--- src/rtl/fetch_unit.sv ---
// Instruction fetch stage: credit-limited sequential fetch, response buffer, redirect flush.
// Optional stall counter output is enabled by defining FETCH_STALL_CNT_EN.
module fetch_unit #(
  parameter int              XLEN     = 64,
  parameter logic [XLEN-1:0] RESET_PC = 64'h0000_0000_8000_0000,
  parameter int              DEPTH    = 2
) (
  input  logic            clk,
  input  logic            rst,
  output logic            imem_req_valid,
  input  logic            imem_req_ready,
  output logic [XLEN-1:0] imem_req_addr,
  input  logic            imem_rsp_valid,
  input  logic [31:0]     imem_rsp_data,
  input  logic            redirect_valid,
  input  logic [XLEN-1:0] redirect_pc,
  output logic            inst_valid,
  input  logic            inst_ready,
  output logic [63:0]     inst_o,
  output logic [XLEN-1:0] pc_o
`ifdef FETCH_STALL_CNT_EN
  ,
  output logic [31:0]     stall_cnt
`endif
);

  localparam int PW = $clog2(DEPTH);
  localparam int CW = PW + 1;

  typedef struct packed {
    logic [XLEN-1:0] pc;
    logic [31:0]     inst;
  } entry_t;

  entry_t          ibuf [DEPTH];
  entry_t          head;
  logic [PW-1:0]   rd_ptr;
  logic [PW-1:0]   wr_ptr;
  logic [CW-1:0]   count;
  logic [CW-1:0]   outstanding;
  logic [CW-1:0]   discard;
  logic [CW-1:0]   out_nxt;
  logic [CW:0]     credit;
  logic [XLEN-1:0] fetch_pc;
  logic [XLEN-1:0] rsp_pc;
  logic [XLEN-1:0] redir_pc;
  logic            req_fire;
  logic            drop;
  logic            push;
  logic            pop;
  logic            unused_bits;

  assign unused_bits = ^redirect_pc[1:0];
  assign redir_pc    = {redirect_pc[XLEN-1:2], 2'b00};

  // Requests in flight plus buffered entries may never exceed DEPTH.
  assign credit = {1'b0, outstanding} + {1'b0, count};

  assign imem_req_valid = !rst && !redirect_valid
                        && (credit < (CW+1)'(DEPTH));
  assign imem_req_addr  = fetch_pc;

  assign head       = ibuf[rd_ptr];
  assign inst_valid = !rst && (count != '0);
  assign inst_o     = inst_valid ? {32'b0, head.inst} : '0;
  assign pc_o       = inst_valid ? head.pc : '0;

  assign req_fire = imem_req_valid && imem_req_ready;
  assign drop     = redirect_valid || (discard != '0);
  assign push     = imem_rsp_valid && !drop;
  assign pop      = inst_valid && inst_ready && !redirect_valid;
  assign out_nxt  = outstanding + CW'(req_fire)
                  - CW'(imem_rsp_valid);

  always_ff @(posedge clk) begin
    if (rst) begin
      fetch_pc    <= RESET_PC;
      rsp_pc      <= RESET_PC;
      rd_ptr      <= '0;
      wr_ptr      <= '0;
      count       <= '0;
      outstanding <= '0;
      discard     <= '0;
    end else begin
      outstanding <= out_nxt;
      if (redirect_valid) begin
        fetch_pc <= redir_pc;
        rsp_pc   <= redir_pc;
        rd_ptr   <= '0;
        wr_ptr   <= '0;
        count    <= '0;
        discard  <= out_nxt;
      end else begin
        if (req_fire)
          fetch_pc <= fetch_pc + XLEN'(4);
        if (push) begin
          wr_ptr <= wr_ptr + PW'(1);
          rsp_pc <= rsp_pc + XLEN'(4);
        end
        if (pop)
          rd_ptr <= rd_ptr + PW'(1);
        count <= count + CW'(push) - CW'(pop);
        if (imem_rsp_valid && (discard != '0))
          discard <= discard - CW'(1);
      end
    end
  end

  always_ff @(posedge clk) begin
    if (push)
      ibuf[wr_ptr] <= '{pc: rsp_pc, inst: imem_rsp_data};
  end

  always_ff @(posedge clk) begin
    if (!rst) begin
      assert (!(push && !pop && count == CW'(DEPTH)));
      assert (discard <= outstanding);
    end
  end

`ifdef FETCH_STALL_CNT_EN
  always_ff @(posedge clk) begin
    if (rst)
      stall_cnt <= '0;
    else if ((!inst_valid || (imem_req_valid && !imem_req_ready))
             && (stall_cnt != '1))
      stall_cnt <= stall_cnt + 32'd1;
  end
`endif

endmodule
--- config.mk ---
export PLATFORM = sky130hd
export DESIGN_NAME = fetch_unit
export DESIGN_NICKNAME = d
export VERILOG_FILES = /design/src/rtl/fetch_unit.sv
export SDC_FILE = /design/constraint.sdc
export NUM_CORES = 1
export LEC_CHECK = 0
export CORE_MARGIN = 2
export CORE_UTILIZATION = 25
export CTS_CLUSTER_SIZE = 20
export DETAILED_ROUTE_END_ITERATION = 7
export GPL_TIMING_DRIVEN = 0
export SLEW_MARGIN = 5
export SYNTH_ARGS = -nofsm -noshare
export SYNTH_HDL_FRONTEND = slang
export SYNTH_SLANG_ARGS = --single-unit
--- constraint.sdc ---
create_clock -name clk -period 12.6 [get_ports clk]
set_clock_uncertainty 0.1 [all_clocks]
set_input_delay 3.78 -clock clk [delete_from_list [all_inputs] [get_ports clk]]
set_output_delay 3.78 -clock clk [all_outputs]
set_load 0.01 [all_outputs]
After elaboration in Yosys (flattened, before gate mapping). Memory sizes are Yosys's and may differ from the RTL's. A register that Yosys moved wholly into a read port is not among the register bits. Cells that the tools add are included.

Register bits: 136. Bits in writable memories: 192. Input bits: 102. Output and inout bits: 194. Word-level logic and storage cells: 51. Memories: 1.

Memories: ibuf (depth 2, width 96, read ports 1, clocked after Yosys merged registers in 1, write ports 1, line 35) `entry_t ibuf [DEPTH];`.

Add/subtract/negate cells: 10. Magnitude comparators: 1. Muxes and demuxes: 12. Reductions and logical operators: 18.

Operators by type and width (count): two-way mux 64 bit (5); adder 64 x 3 -> 64 bit, second input constant (2); two-way mux 32 bit (1); nonzero test 2 bit (5); logical AND 1 bit (8); adder 2 x 1 -> 2 bit (2); two-way mux 1 bit (4); two-way mux 2 bit (2); subtractor 2 x 1 -> 2 bit (2); adder 2 x 2 -> 3 bit (1); logical NOT 1 bit (3); less-than comparator 3 x 2 -> 1 bit, second input constant (1); adder 1 bit, second input constant (2); OR reduction 2 bit (1); subtractor 2 x 1 -> 2 bit, second input constant (1); logical OR 1 bit (1).

Logic depth before layout (Yosys ltp). Gate-level depths: netlist (run 1).

Word-level depth: 7. Mapped depth: 13. Gate-level depth less buffers: 12.

Least setup slack after synthesis (run 1). Ideal clock, no wire load.

Path type: in2reg. From: input port redirect_valid. To: memory ibuf[0][0] in the netlist's numbering (enable). Library setup time: 548 ps. Data arrival time: 8500 ps. Required time: 11952 ps. Path slack: 3452 ps. Stages: 5. Buffers on the path: 2. Cells stage by stage: clkinv_1 > clkbuf_1 > clkbuf_1 > nand3_1 > nor2_1.

Word-level cells in the longest chain between the ends: 5.

Ends and longest elaborated chain: from (decl) (line 15) `input logic redirect_valid,`; logical OR 1 bit (line 69) `assign drop = redirect_valid || (discard != '0);`; logical NOT 1 bit (line 70) `assign push = imem_rsp_valid && !drop;`; logical AND 1 bit (line 70); two-way mux 1 bit (line 110) `if (push)`; two-way mux 1 bit (not written as such) (line 111) `ibuf[wr_ptr] <= '{pc: rsp_pc, inst: imem_rsp_data};`; to (decl) (line 35).

Every way passes these cells.

Final worst setup path (run 1).
From: input port rst. To: output port pc_o[45].

Word-level cells in the longest chain between the ends: 3.

Ends and longest elaborated chain: from (decl) (line 9) `input logic rst,`; logical NOT 1 bit; logical AND 1 bit (line 64) `assign inst_valid = !rst && (count != '0);`; two-way mux 64 bit (line 66) `assign pc_o = inst_valid ? head.pc : '0;`; to (decl) (line 20) `output logic [XLEN-1:0] pc_o`.

Every way passes these cells.

==> impl_metrics.py, run 1 <==
metrics = {
    "logic_synthesis": {
        "async_reset_ff_share_pct": 0,
        "ys_seq_area_share_pct": 55.09,
        "synth_area_per_cell_sq_um": 10.90,
        "synth_edf_count": 188,
        "yosys-top-cells-area": "edfxtp_1, dfxtp_1, mux2i_1",
        "post_synth_num_cell_types": 57,
        "syn_inst": 1384,
        "yosysWarnings": 0,
        "yosysTopAreaCellShare_pct": 37.43,
        "syn_area_sq_mm": 0.01508,
        "ys_seq_elements": 321,
        "post-synth-top-area-cell": "edfxtp_1",
        "ys.flop_type": "edfxtp_1",
    },
    "min_path": {
        "whs_path_depth": 0,
        "hp-class": "reg -> reg",
    },
    "worst_setup_path": {
        "crit_path_max_incr_delay_ns": 0.72,
        "rr_endpoint": "imem_req_addr[34]",
        "crit_path_top_delay_cell": "o21ai_1",
        "critPathKind": "in -> out",
        "cp.arrival_ns": 7.10,
        "crit_fanout": 10,
        "required_ns": 8.72,
        "r2r_setup_slack_ns": 8.22,
        "rr_worst_depth": 9,
        "crit_path_end": "pc_o[45]",
        "crit_chain": "clkdlybuf4s50_1 > inv_1 > o21ai_1 > clkbuf_1 > clkbuf_1 > nor2_1 > clkdlybuf4s50_1",
        "r2r-start": "count[0]",
        "worstSetupPathDepth": 7,
        "crit_path_end_kind": "output port",
        "crit_path_start_kind": "primary input",
        "startpoint": "rst",
        "crit_family": "buffers and inverters",
        "critPathBufInv": 5,
    },
    "die": {
        "initial_utilization_pct": 25.13,
        "io_pins": 296,
        "dieArea_sq_mm": 0.06231,
        "die_x_um": 249.6,
        "core_area_sq_mm": 0.06002,
        "num_rows": 90,
        "die_h_um": 249.6,
    },
    "route": {
        "avgRoutedWirePerCell_um": 21.38,
        "drc": 0,
        "wl_um": 54070,
        "route.vias.total": 12450,
        "dr.pass1.iters": 6,
        "drt_iter0_drc": 1173,
        "postRouteAntennaNets": 0,
        "via_per_inst": 4.922,
    },
    "pwr": {
        "total_power_mw": 2.616,
        "ir_worst_vdd_v": 0.00009423,
        "p_leak_nw": 6.470,
        "p_per_area_mw_per_mm2": 129.9,
    },
    "clock_network": {
        "cts_hold_buf": 0,
        "cts_buffers": 35,
        "cts_tree": "done",
        "worst_skew_pair.late_latency_ns": 0.54,
        "ctsResizeCount": 0,
        "cts_sinks": 321,
        "post_cts_buffers": 0,
        "clk_path_buf_depth": 3,
        "cts_max_level": 2,
        "path_clk_slew_ns": 0.06,
        "cts-root-buf": "clkbuf_16",
    },
    "place": {
        "gp_congestion": 0.8973,
        "hpwl_um": 41850,
        "portBuffers": 257,
    },
    "finish": {
        "final_cell_mix": "clkdlybuf4s50_1, edfxtp_1, nor2_1",
        "nFillCells": 6030,
        "area_growth_pct": 33.56,
        "fin_nets": 1829,
        "mostFrequentLayoutCell": "clkdlybuf4s50_1",
        "final_layout_size_suffix_gt1_share_pct": 6.873,
    },
    "timing": {
        "max_freq_ghz": 0.09108,
        "hold-worst-slack_ns": 0.3796,
        "worst_slew_pin_slew_ns": 1.247,
        "layout_min_cycle_time_ns": 10.98,
        "timing.final.crit_share_pct": 87.13,
        "drv_slew": 0,
        "rsz0062_at_grt": "no",
        "hold_viol_final": 0,
        "relSlewSlack_pct": 16.33,
        "setup_viol": 0,
    },
    "outcome": {
        "outcome": "finished, final reports clean",
    },
    "global_routing": {
        "grt_usage_pct": 16.82,
        "antenna_found_initial": 1,
        "grt_first_pass_wirelength_um": 78180,
        "grt_pass1_vias": 11710,
        "grt_overflow": 0,
        "grt_max_degree": 31,
    },
    "flow_run": {
        "cap_viol_max_count": 0,
    },
}
==> metal layers <==
layer / wire length, um / global-route usage (%) / up-vias
li1: - / - / 5825
met3: 3335 / 3.087 / 114
met5: 0 / 0 / -
met2: 25620 / 27.62 / 450
met1: 23090 / 21.86 / 6058
met4: 2028 / 6.747 / 0
==> final cells by class <==
cell class	instances	area (sq um)	area share, %
Clock inverter	19	256.5	1.273
Inverter	24	90.09	0.4472
Sequential cell	321	8308	41.24
Antenna cell	1	2.502	0.01242
Buffer	117	581.8	2.888
Multi-Input combinational cell	957	6248	31.02
Tap cell	782	978.4	4.857
Timing Repair Buffer	263	2693	13.37
Clock buffer	45	984.7	4.888
==> sequential cells by signal, indices dropped and copies added (netlist names), named ones only <==
| register | flops |
|---|---|
| rsp_pc | 62 |
| ibuf | 188 |
| imem_req_addr | 62 |
| outstanding | 2 |
| count | 2 |
| wr_ptr | 1 |
| rd_ptr | 1 |
| discard | 2 |
==> cell families (layout without fill, tap and decap cells) <==
logic type               Yosys count  in the layout  share of synthesized area, %
multiplexers                      97             97                         6.438
flip-flops                       321            321                         55.09
AO/OA/AOI/OAI                    243            243                         12.10
adder cells (fa/ha/maj)            8              8                        0.7134
other                              1             37                       0.02486
AND/OR/NAND/NOR                  511            511                         17.58
buffers and inverters            141            468                         4.455
XOR/XNOR                          62             62                         3.601
==> Yosys cell counts (38+ instances only) <==
| library cell | n |
|---|---|
| o31a_1 | 49 |
| nor4_1 | 38 |
| a21boi_0 | 39 |
| dfxtp_1 | 133 |
| nand2_1 | 61 |
| o21a_1 | 58 |
| nor2_1 | 151 |
| nand4_1 | 49 |
| nand3_1 | 61 |
| clkbuf_1 | 62 |
| edfxtp_1 | 188 |
| mux2i_1 | 97 |
| and3_1 | 38 |
==> power breakdown <==
part	switching (mW)	internal, mW
combinational	0.151	0.131
sequential	0.0579	1.18
clock	0.439	0.662
==> per-stage QoR <==
stage	cell area (sq um)	TNS (ns)	setup slack, ns	utilization (%)	cells
floorplan	15210	0	3.452	-	1419
global placement	18760	-37.71	-0.2305	31.26	2458
detailed placement	18900	0	1.494	31.49	2464
CTS	20140	0	1.487	33.56	2528
global route	20140	0	1.446	33.56	2529
finish	20140	0	1.621	33.56	2529
==> how the worst min path moves through the flow <==
stage                     slack [ns]          end       start
after floorplan                 0.32  ibuf[0][68]  rsp_pc[36]
after global placement          0.35  ibuf[0][68]  rsp_pc[36]
after detailed placement        0.36  ibuf[0][68]  rsp_pc[36]
after CTS                       0.38  ibuf[0][68]  rsp_pc[36]
after global routing            0.40  ibuf[1][68]  rsp_pc[36]
final                           0.38  ibuf[0][68]  rsp_pc[36]
Power figures use the tool's default switching activity.
==> inputs of run 2 (changes only) <==
--- a/config.mk
+++ b/config.mk
@@ -10,6 +10,7 @@
 export CTS_CLUSTER_SIZE = 20
 export DETAILED_ROUTE_END_ITERATION = 7
 export GPL_TIMING_DRIVEN = 0
+export HOLD_SLACK_MARGIN = 0.03
 export SLEW_MARGIN = 5
 export SYNTH_ARGS = -nofsm -noshare
 export SYNTH_HDL_FRONTEND = slang
==> constraint.sdc (replaced) <==
create_clock -name clk -period 9.8 [get_ports clk]
set_clock_uncertainty 0.1 [all_clocks]
set_input_delay 2.94 -clock clk [delete_from_list [all_inputs] [get_ports clk]]
set_output_delay 2.94 -clock clk [all_outputs]
set_load 0.01 [all_outputs]
==> results of run 2 <==
The final DEF is identical to that of run 1. Status: finished, final reports clean.
Main changes from that run: setup slack after placement 1.494 ns -> 0.3740 ns; setup slack after layout 1.621 ns -> 0.5012 ns; register-to-register setup slack 8.22 ns -> 5.42 ns; total power 2.616 mW -> 3.364 mW; worst IR drop on VDD 0.00009423 V -> 0.0001211 V
